[config.mk]
export PLATFORM = sky130hd
export DESIGN_NAME = program_loader
export DESIGN_NICKNAME = d
export VERILOG_FILES = /design/src/rtl/program_loader.sv
export SDC_FILE = /design/constraint.sdc
export NUM_CORES = 1
export LEC_CHECK = 0
export CAP_MARGIN = 20
export CORE_UTILIZATION = 40
export DETAILED_ROUTE_END_ITERATION = 10
export GPL_TIMING_DRIVEN = 0
export HOLD_SLACK_MARGIN = 0.12
export PLACE_DENSITY = 0.65
export SETUP_SLACK_MARGIN = 0.4
export SLEW_MARGIN = 25
export SYNTH_ARGS = -nofsm -noshare
export SYNTH_HDL_FRONTEND = slang
export SYNTH_SLANG_ARGS = --single-unit
[constraint.sdc]
create_clock -name clk -period 4.6 [get_ports clk]
set_input_delay 0.92 -clock clk [delete_from_list [all_inputs] [get_ports clk]]
set_output_delay 0.92 -clock clk [all_outputs]
set_load 0.02 [all_outputs]
[src/rtl/program_loader.sv]
// Byte-stream instruction loader: packs big-endian UART bytes into 32-bit words,
// writes them to instruction memory, and releases the CPU once a halt word or the last address is written.
module program_loader #(
  parameter int MAX_WORDS    = 256,
  parameter int BYTE_TIMEOUT = 100000
) (
  input  logic        clk,
  input  logic        rst,
  input  logic [7:0]  rx_byte,
  input  logic        rx_done,
  input  logic        reload,
  output logic        wr_en,
  output logic [31:0] wr_addr,
  output logic [31:0] wr_data,
  output logic        load_done,
  output logic        mips_enable,
  output logic        err_timeout,
  output logic [31:0] word_count
);

  localparam int TW = $clog2(BYTE_TIMEOUT + 1);
  localparam logic [TW-1:0] TMO_LAST = TW'(BYTE_TIMEOUT - 1);
  localparam logic [31:0]   LAST_ADDR = 32'(MAX_WORDS - 1);

  typedef enum logic {LOAD = 1'b0, DONE = 1'b1} state_t;

  state_t        state, state_next;
  logic [1:0]    byte_cnt;
  logic [TW-1:0] tmo_cnt;
  logic [31:0]   asm_reg;
  logic          final_word;

  // The word being written this cycle ends the program; bytes arriving now are dropped.
  assign final_word = wr_en && ((wr_data == 32'h0) || (wr_addr == LAST_ADDR));

  always_ff @(posedge clk or posedge rst) begin
    if (rst) state <= LOAD;
    else     state <= state_next;
  end

  always_comb begin
    state_next = state;
    if (reload)
      state_next = LOAD;
    else if (state == LOAD && final_word)
      state_next = DONE;
  end

  always_comb begin
    load_done   = (state == DONE);
    mips_enable = (state == DONE);
  end

  always_ff @(posedge clk or posedge rst) begin
    if (rst) begin
      byte_cnt    <= 2'd0;
      tmo_cnt     <= '0;
      asm_reg     <= 32'h0;
      wr_en       <= 1'b0;
      wr_addr     <= 32'h0;
      wr_data     <= 32'h0;
      word_count  <= 32'h0;
      err_timeout <= 1'b0;
    end else begin
      wr_en <= 1'b0;
      if (reload) begin
        byte_cnt    <= 2'd0;
        tmo_cnt     <= '0;
        asm_reg     <= 32'h0;
        word_count  <= 32'h0;
        err_timeout <= 1'b0;
      end else if (state == LOAD && !final_word) begin
        if (rx_done) begin
          asm_reg <= {asm_reg[23:0], rx_byte};
          tmo_cnt <= '0;
          if (byte_cnt == 2'd3) begin
            byte_cnt   <= 2'd0;
            wr_en      <= 1'b1;
            wr_data    <= {asm_reg[23:0], rx_byte};
            wr_addr    <= word_count;
            word_count <= word_count + 32'd1;
          end else begin
            byte_cnt <= byte_cnt + 2'd1;
          end
        end else if (byte_cnt != 2'd0) begin
          // The idle cycle that would bring the count to BYTE_TIMEOUT aborts the word.
          if (tmo_cnt == TMO_LAST) begin
            byte_cnt    <= 2'd0;
            tmo_cnt     <= '0;
            err_timeout <= 1'b1;
          end else begin
            tmo_cnt <= tmo_cnt + 1'b1;
          end
        end else begin
          tmo_cnt <= '0;
        end
      end
    end
  end

endmodule

==> reports/qor.csv, run 1 <==
metric,value,unit
muxShareOfSynthArea,0.147,
overflow,0,
synth.avg_cell_area,11.4,µm²
grt_pass1_vias,5109,
ant_nets,0,
finClkSkew,9.20,ps
place_congestion,0.816,
criticalPathCategory,input port to register,
drv_cap,0,
start_util,0.415,
top_regs,"word_count: 32 flops, wr_addr: 32 flops, wr_data: 32 flops",
yosysTopAreaCell,dfrtp_1,
clk_latency,430,ps
slowest_stage,nor3_1,
io-pin-count,112,
fin_crit,2840,ps
yosys.area_share.simple,0.158,
dr.pass1.iters,5,
cp_cell_sequence,clkdlybuf4s50_1 -> nor3_1 -> nand2_1 -> a211o_1 -> clkbuf_1 -> o31ai_1,
min_period_over_period,0.618,
wl_per_cell,18.3,µm
nNetsFinal,735,
outcome,completed,
grt_pass1_wl,27900,µm
final_hold_viol_count,0,
max_stage_delay,520,ps
antenna_found_initial,0,
viasPerCell,5.43,
ys_types,52,
cp-start-kind,input port,
area_delta_synth_final,32.0,%
syn_inst,584,
power.leakage,0.00376,µW
cts_root_buf,clkbuf_16,
synth_edf_count,0,
tns,0,ps
synthesis.area,6660,µm²
arrival,3170,ps
vias,5144,
fp.dieArea,17200,µm²
final_common_cell,dfrtp_1,
num_rows,46,
ys_warn_count,0,
drcViolationCount,0,
drt-initial-drc-count,301,
port_buffers,111,
critPathMaxFanout,10,
worst-path-buf-inv,2,
synthXorXnorAreaFrac,0.0210,
post_cts_resized,0,
synth_top_family_by_area,simple AND/OR/NAND/NOR gates,
relSlewSlack,0.614,
synth_top_flop_cell,dfrtp_1,
clk_pin_slew_worst_paths,60,ps
synth_fp_nets,600,
ir_drop,0.300,mV
mostFrequentLayoutCells,"142 x dfrtp_1, 111 x clkdlybuf4s50_1, 68 x nand2_1, 49 x mux2_4, 42 x a21oi_1",
cp_data_required_time,4920,ps
cts_hold_buf,0,
cts_tree,done,
async_reset_ff_frac,1.00,
synthAdderAreaFrac,0.00751,
ys_ff_latch,142,
setup_viol,0,
cts.path.max_buffers,2,
diodes,0,
ys_top_cells_by_area,"dfrtp_1 53%, mux2_4 11%, nand2_1 3.8%",
rsz0062_at_grt,no,
fp.dieH,131,µm
clock.fmax,352,MHz
cts_buffers,17,
grt_max_degree,29,
wl,17400,µm
path_delay_family,simple AND/OR/NAND/NOR gates,
drv_slew,0,
track_usage,0.218,
stdcell_area,8790,µm²
die_w,131,µm
worstSetupEndpointType,register,
min_path_type,register to register,
placed_cells,916,
dp_hpwl,12700,µm
htreeDepth,4,
placed_cell_area,8160,µm²
synth_compound_area_frac,0.101,
core_area,16100,µm²
synth_top_area_share,0.533,
cts_setup_buffers,0,
ys_seq_area_frac,0.533,
worstMarginPinSlew,575,ps
pwr_density_cell,351,nW/µm²
clkSinkCount,142,
drive_gt1_frac,0.172,
instances_no_fill,948,
-- per-stage QoR --
| stage | hold WS, ps | power [µW] | setup WS, ps | util |
|---|---|---|---|---|
| detailed placement | 480 | 1620 | 1320 | 0.508 |
| CTS | 497 | 3120 | 1770 | 0.548 |
| floorplan | 449 | 1490 | 1900 | - |
| global placement | 484 | 1600 | 682 | 0.501 |
| finish | 492 | 3090 | 1760 | 0.548 |
| global route | 523 | 3190 | 1590 | 0.548 |
-- synthesized netlist by cell type (2+ instances only) --
master     instances
o21ai_0           19
a31oi_1            2
nor2_1            35
mux2_2            21
and4_1             5
dfrtp_1          142
buf_6              6
a211oi_1           8
xnor2_1           15
a21oi_1           42
nand2_1           68
inv_1             12
nand3_1           16
a21oi_2            2
nand4_1           18
clkbuf_1          15
or4_1              6
nor2b_1            9
and3_1             7
nor3_1             5
buf_2              6
a21o_1             3
nor4bb_1           2
ha_1               4
nand2b_1           3
and2_1             7
o31ai_1           17
o2111ai_1          2
nor4b_1            2
nor4_1            15
mux2_4            49
-- path summary, 6_finish.rpt --
kind	startpoint	to	slack (ps)	cells past startpoint
worst max-delay path	rx_done	tmo_cnt[9]	1760	6
worst min-delay path	err_timeout	err_timeout	490	1
worst max register to register	wr_addr[20]	wr_addr[1]	1870	8
worst min register to register	err_timeout	err_timeout	490	1
max in group asynchronous	rst	wr_addr[3]	3020	4
min in group asynchronous	rst	wr_addr[31]	870	2
-- final cells by class --
class | count | area, µm²
Buffer | 29 | 165
Inverter | 12 | 48.8
Clock inverter | 11 | 189
Clock buffer | 21 | 450
Fill cell | 1341 | 7260
Timing Repair Buffer | 116 | 1220
Sequential cell | 142 | 3550
Tap cell | 216 | 270
Multi-Input combinational cell | 401 | 2900
-- worst register-to-register path: cells and delay by family, from the launching register on --
| family | cells | cell delay, ps |
|---|---|---|
| AOI/OAI and AO/OA | 2 | 530 |
| DFF | 1 | 400 |
| and+or+nand+nor | 3 | 1040 |
| muxes | 1 | 310 |
| buffers and inverters | 2 | 340 |
-- per-layer routing --
layer | vias to the layer above | wire, µm | track usage
li1 | 2387 | - | -
met1 | 2581 | 7620 | 0.285
met2 | 154 | 8540 | 0.352
met3 | 22 | 956 | 0.0491
met4 | 0 | 264 | 0.0872
met5 | - | 0 | 0
-- cell families after synthesis --
logic type,Yosys count
flip-flops,142
AO/OA/AOI/OAI,106
AND/OR/NAND/NOR,204
multiplexers,71
adder cells (fa/ha/maj),4
XOR/XNOR,16
buffers and inverters,41
-- power by group --
group          internal [µW]  total [µW]  leakage, µW  switching (µW)
registers               1280        1310      0.00197            27.4
clock network            974        1500     0.000307             522
logic                    114         285      0.00149             172
Note: power is estimated with default switching activity, not from simulation.
==> run 2: changes to the inputs <==
Clock period 4.6 ns to 2.3 ns, I/O delays scaled along.
==> run 2 against run 1 <==
  * The flow now finishes with violations (setup timing)
  * Clock skew decreased by 1.3 ps
  * Final cell count up 6.8%
  * Worst hold slack got worse by 67 ps
  * Wire length is 24% higher
  * Setup slack worse by 1800 ps
  * Critical path depth grew 2
  * Core utilization increased by 11 points
  * Combinational power grew to 4.0 times the previous value
  * Sequential share of layout area down 6.8 points
  * Critical path type is now register to register
  * Die area did not move
  * Largest cell class is now multi-input gates
  * Global-route usage increased by 2.1 points
==> reports/qor.csv, run 2 (same netlist as run 1, synthesis figures left out) <==
metric,value,unit
fp.dieArea,17200,µm²
clock.fmax,427,MHz
port_buffers,111,
track_usage,0.239,
worst_hold_slack,425,ps
io-pin-count,112,
ir_drop,0.539,mV
overflow,0,
pwr_density_cell,604,nW/µm²
power.leakage,0.00588,µW
final_hold_viol_count,0,
grt_pass1_vias,5627,
cts_hold_buf,0,
path_delay_family,simple AND/OR/NAND/NOR gates,
multi_input_area,3800,µm²
regArea,3560,µm²
clkSinkCount,142,
dp_hpwl,12700,µm
grt_pass1_wl,30700,µm
top_regs,"word_count: 32 flops, wr_addr: 32 flops, wr_data: 32 flops",
relSlewSlack,0.429,
crit_path_frequent_cell,buf_12,
place_congestion,0.839,
drive_gt1_frac,0.451,
dr.pass1.iters,5,
area_delta_synth_final,59.2,%
mostFrequentLayoutCells,"133 x dfrtp_1, 59 x dlymetal6s2s_1, 51 x mux2_4, 40 x dlygate4sd2_1, 38 x buf_4",
fin_ws,-40.1,ps
cts_tree,done,
criticalPathCategory,register to register,
min_period_over_period,1.02,
viasPerCell,5.66,
arrival,2650,ps
cp_data_required_time,2600,ps
antenna_found_initial,0,
max_stage_delay,410,ps
num_rows,46,
fillers,1109,
cts.path.max_buffers,2,
fp.dieH,131,µm
drv_slew,0,
grt_max_degree,33,
instances_no_fill,1012,
wl_per_cell,21.3,µm
cts_root_buf,clkbuf_16,
slowest_stage,dfrtp_1,
finClkSkew,7.87,ps
cp-start-kind,register,
worst-path-buf-inv,2,
stdcell_area,10600,µm²
nNetsFinal,799,
final_common_cell,dfrtp_1,
htreeDepth,4,
vias,5725,
drcViolationCount,0,
diodes,0,
start_util,0.415,
cp_cell_sequence,nor4_4 -> nand4_1 -> o22ai_4 -> a21oi_2 -> and3_4 -> buf_12 -> buf_12 -> mux2_4,
ant_nets,0,
wl,21500,µm
clk_latency,430,ps
cts_buffers,17,
violations,setup timing,
placed_cells,915,
worstSetupEndpointType,register,
critPathMaxFanout,10,
core_area,16100,µm²
setup_viol,54,
finalPower,6410,µW
clk_pin_slew_worst_paths,60,ps
die_w,131,µm
drt-initial-drc-count,387,
worstMarginPinSlew,857,ps
placed_cell_area,8160,µm²
fin_crit,2340,ps
rsz0062_at_grt,yes,
drv_cap,0,
min_path_type,input port to asynchronous set/reset pin,
outcome,"complete, but fails checks",
run 2: cell types whose count changed in the layout (fill, tap and decap cells not counted), sizes merged:
cell and change:
dlygate4sd2 +40, inv +2, buf +61, bufinv -4, clkdlybuf4s50 -99, dlymetal6s2s +59
clkinvlp +2, clkinv +2, clkbuf +1
run 2: where the power goes:
part	internal (µW)	switching [µW]	leakage [µW]	total [µW]
Combinational	570	568	0.00366	1140
Clock	1540	1100	0.000272	2650
Sequential	2560	69.7	0.00196	2630
Total	4670	1740	0.00588	6410
run 2: final cells by class:
class | instances | share of cell area
inverter | 12 | 0.00460
sequential | 142 | 0.336
clock buffer | 19 | 0.0427
timing repair buffer | 180 | 0.188
buffer | 29 | 0.0344
tap | 216 | 0.0255
multi-input combinational | 401 | 0.358
clock inverter | 13 | 0.0108
run 2: per-layer routing:
metal  vias up  part of all wire  GRT usage
met4         0             0.018     0.0784
met3        32             0.055     0.0609
met2       232              0.52      0.409
met5         -                 0          0
li1       2524                 -          -
met1      2937              0.41      0.296
run 2: repair_timing:
action	CTS	global route
endpoints found under the hold margin	0	0
gates cloned	6	2
pin swaps	44	68
endpoints found under the setup margin	193	200
buffers inserted	49	8
gates resized for setup	198	202
run 2: path summary, 6_finish.rpt:
check / from / end / slack, ps / depth (start not counted)
setup reg to reg: wr_addr[24] / wr_addr[1] / -40 / 8
hold / removal: rst / wr_addr[25] / 430 / 2
setup / recovery: wr_addr[24] / wr_addr[1] / -40 / 8
min in group clk: err_timeout / err_timeout / 490 / 1
hold reg to reg: err_timeout / err_timeout / 490 / 1
max in group asynchronous: rst / word_count[8] / 1100 / 4
run 2: worst reg2reg max path, stage by stage, from the launching register on:
cell and delay [ps]:
dfrtp_1 410, nor4_4 350, nand4_1 250, o22ai_4 310
a21oi_2 100, and3_4 200, buf_12 150, buf_12 160
mux2_4 300
run 2: per-stage QoR:
stage          setup TNS [ps]  setup WS [ps]   util
2_1_floorplan               0           62.9      -
3_3_place_gp          -208740          -1150  0.503
3_5_place_dp           -51630           -506  0.508
4_1_cts                     0           15.0  0.611
5_1_grt                -14640           -172  0.661
6_report                -1420          -40.1  0.661
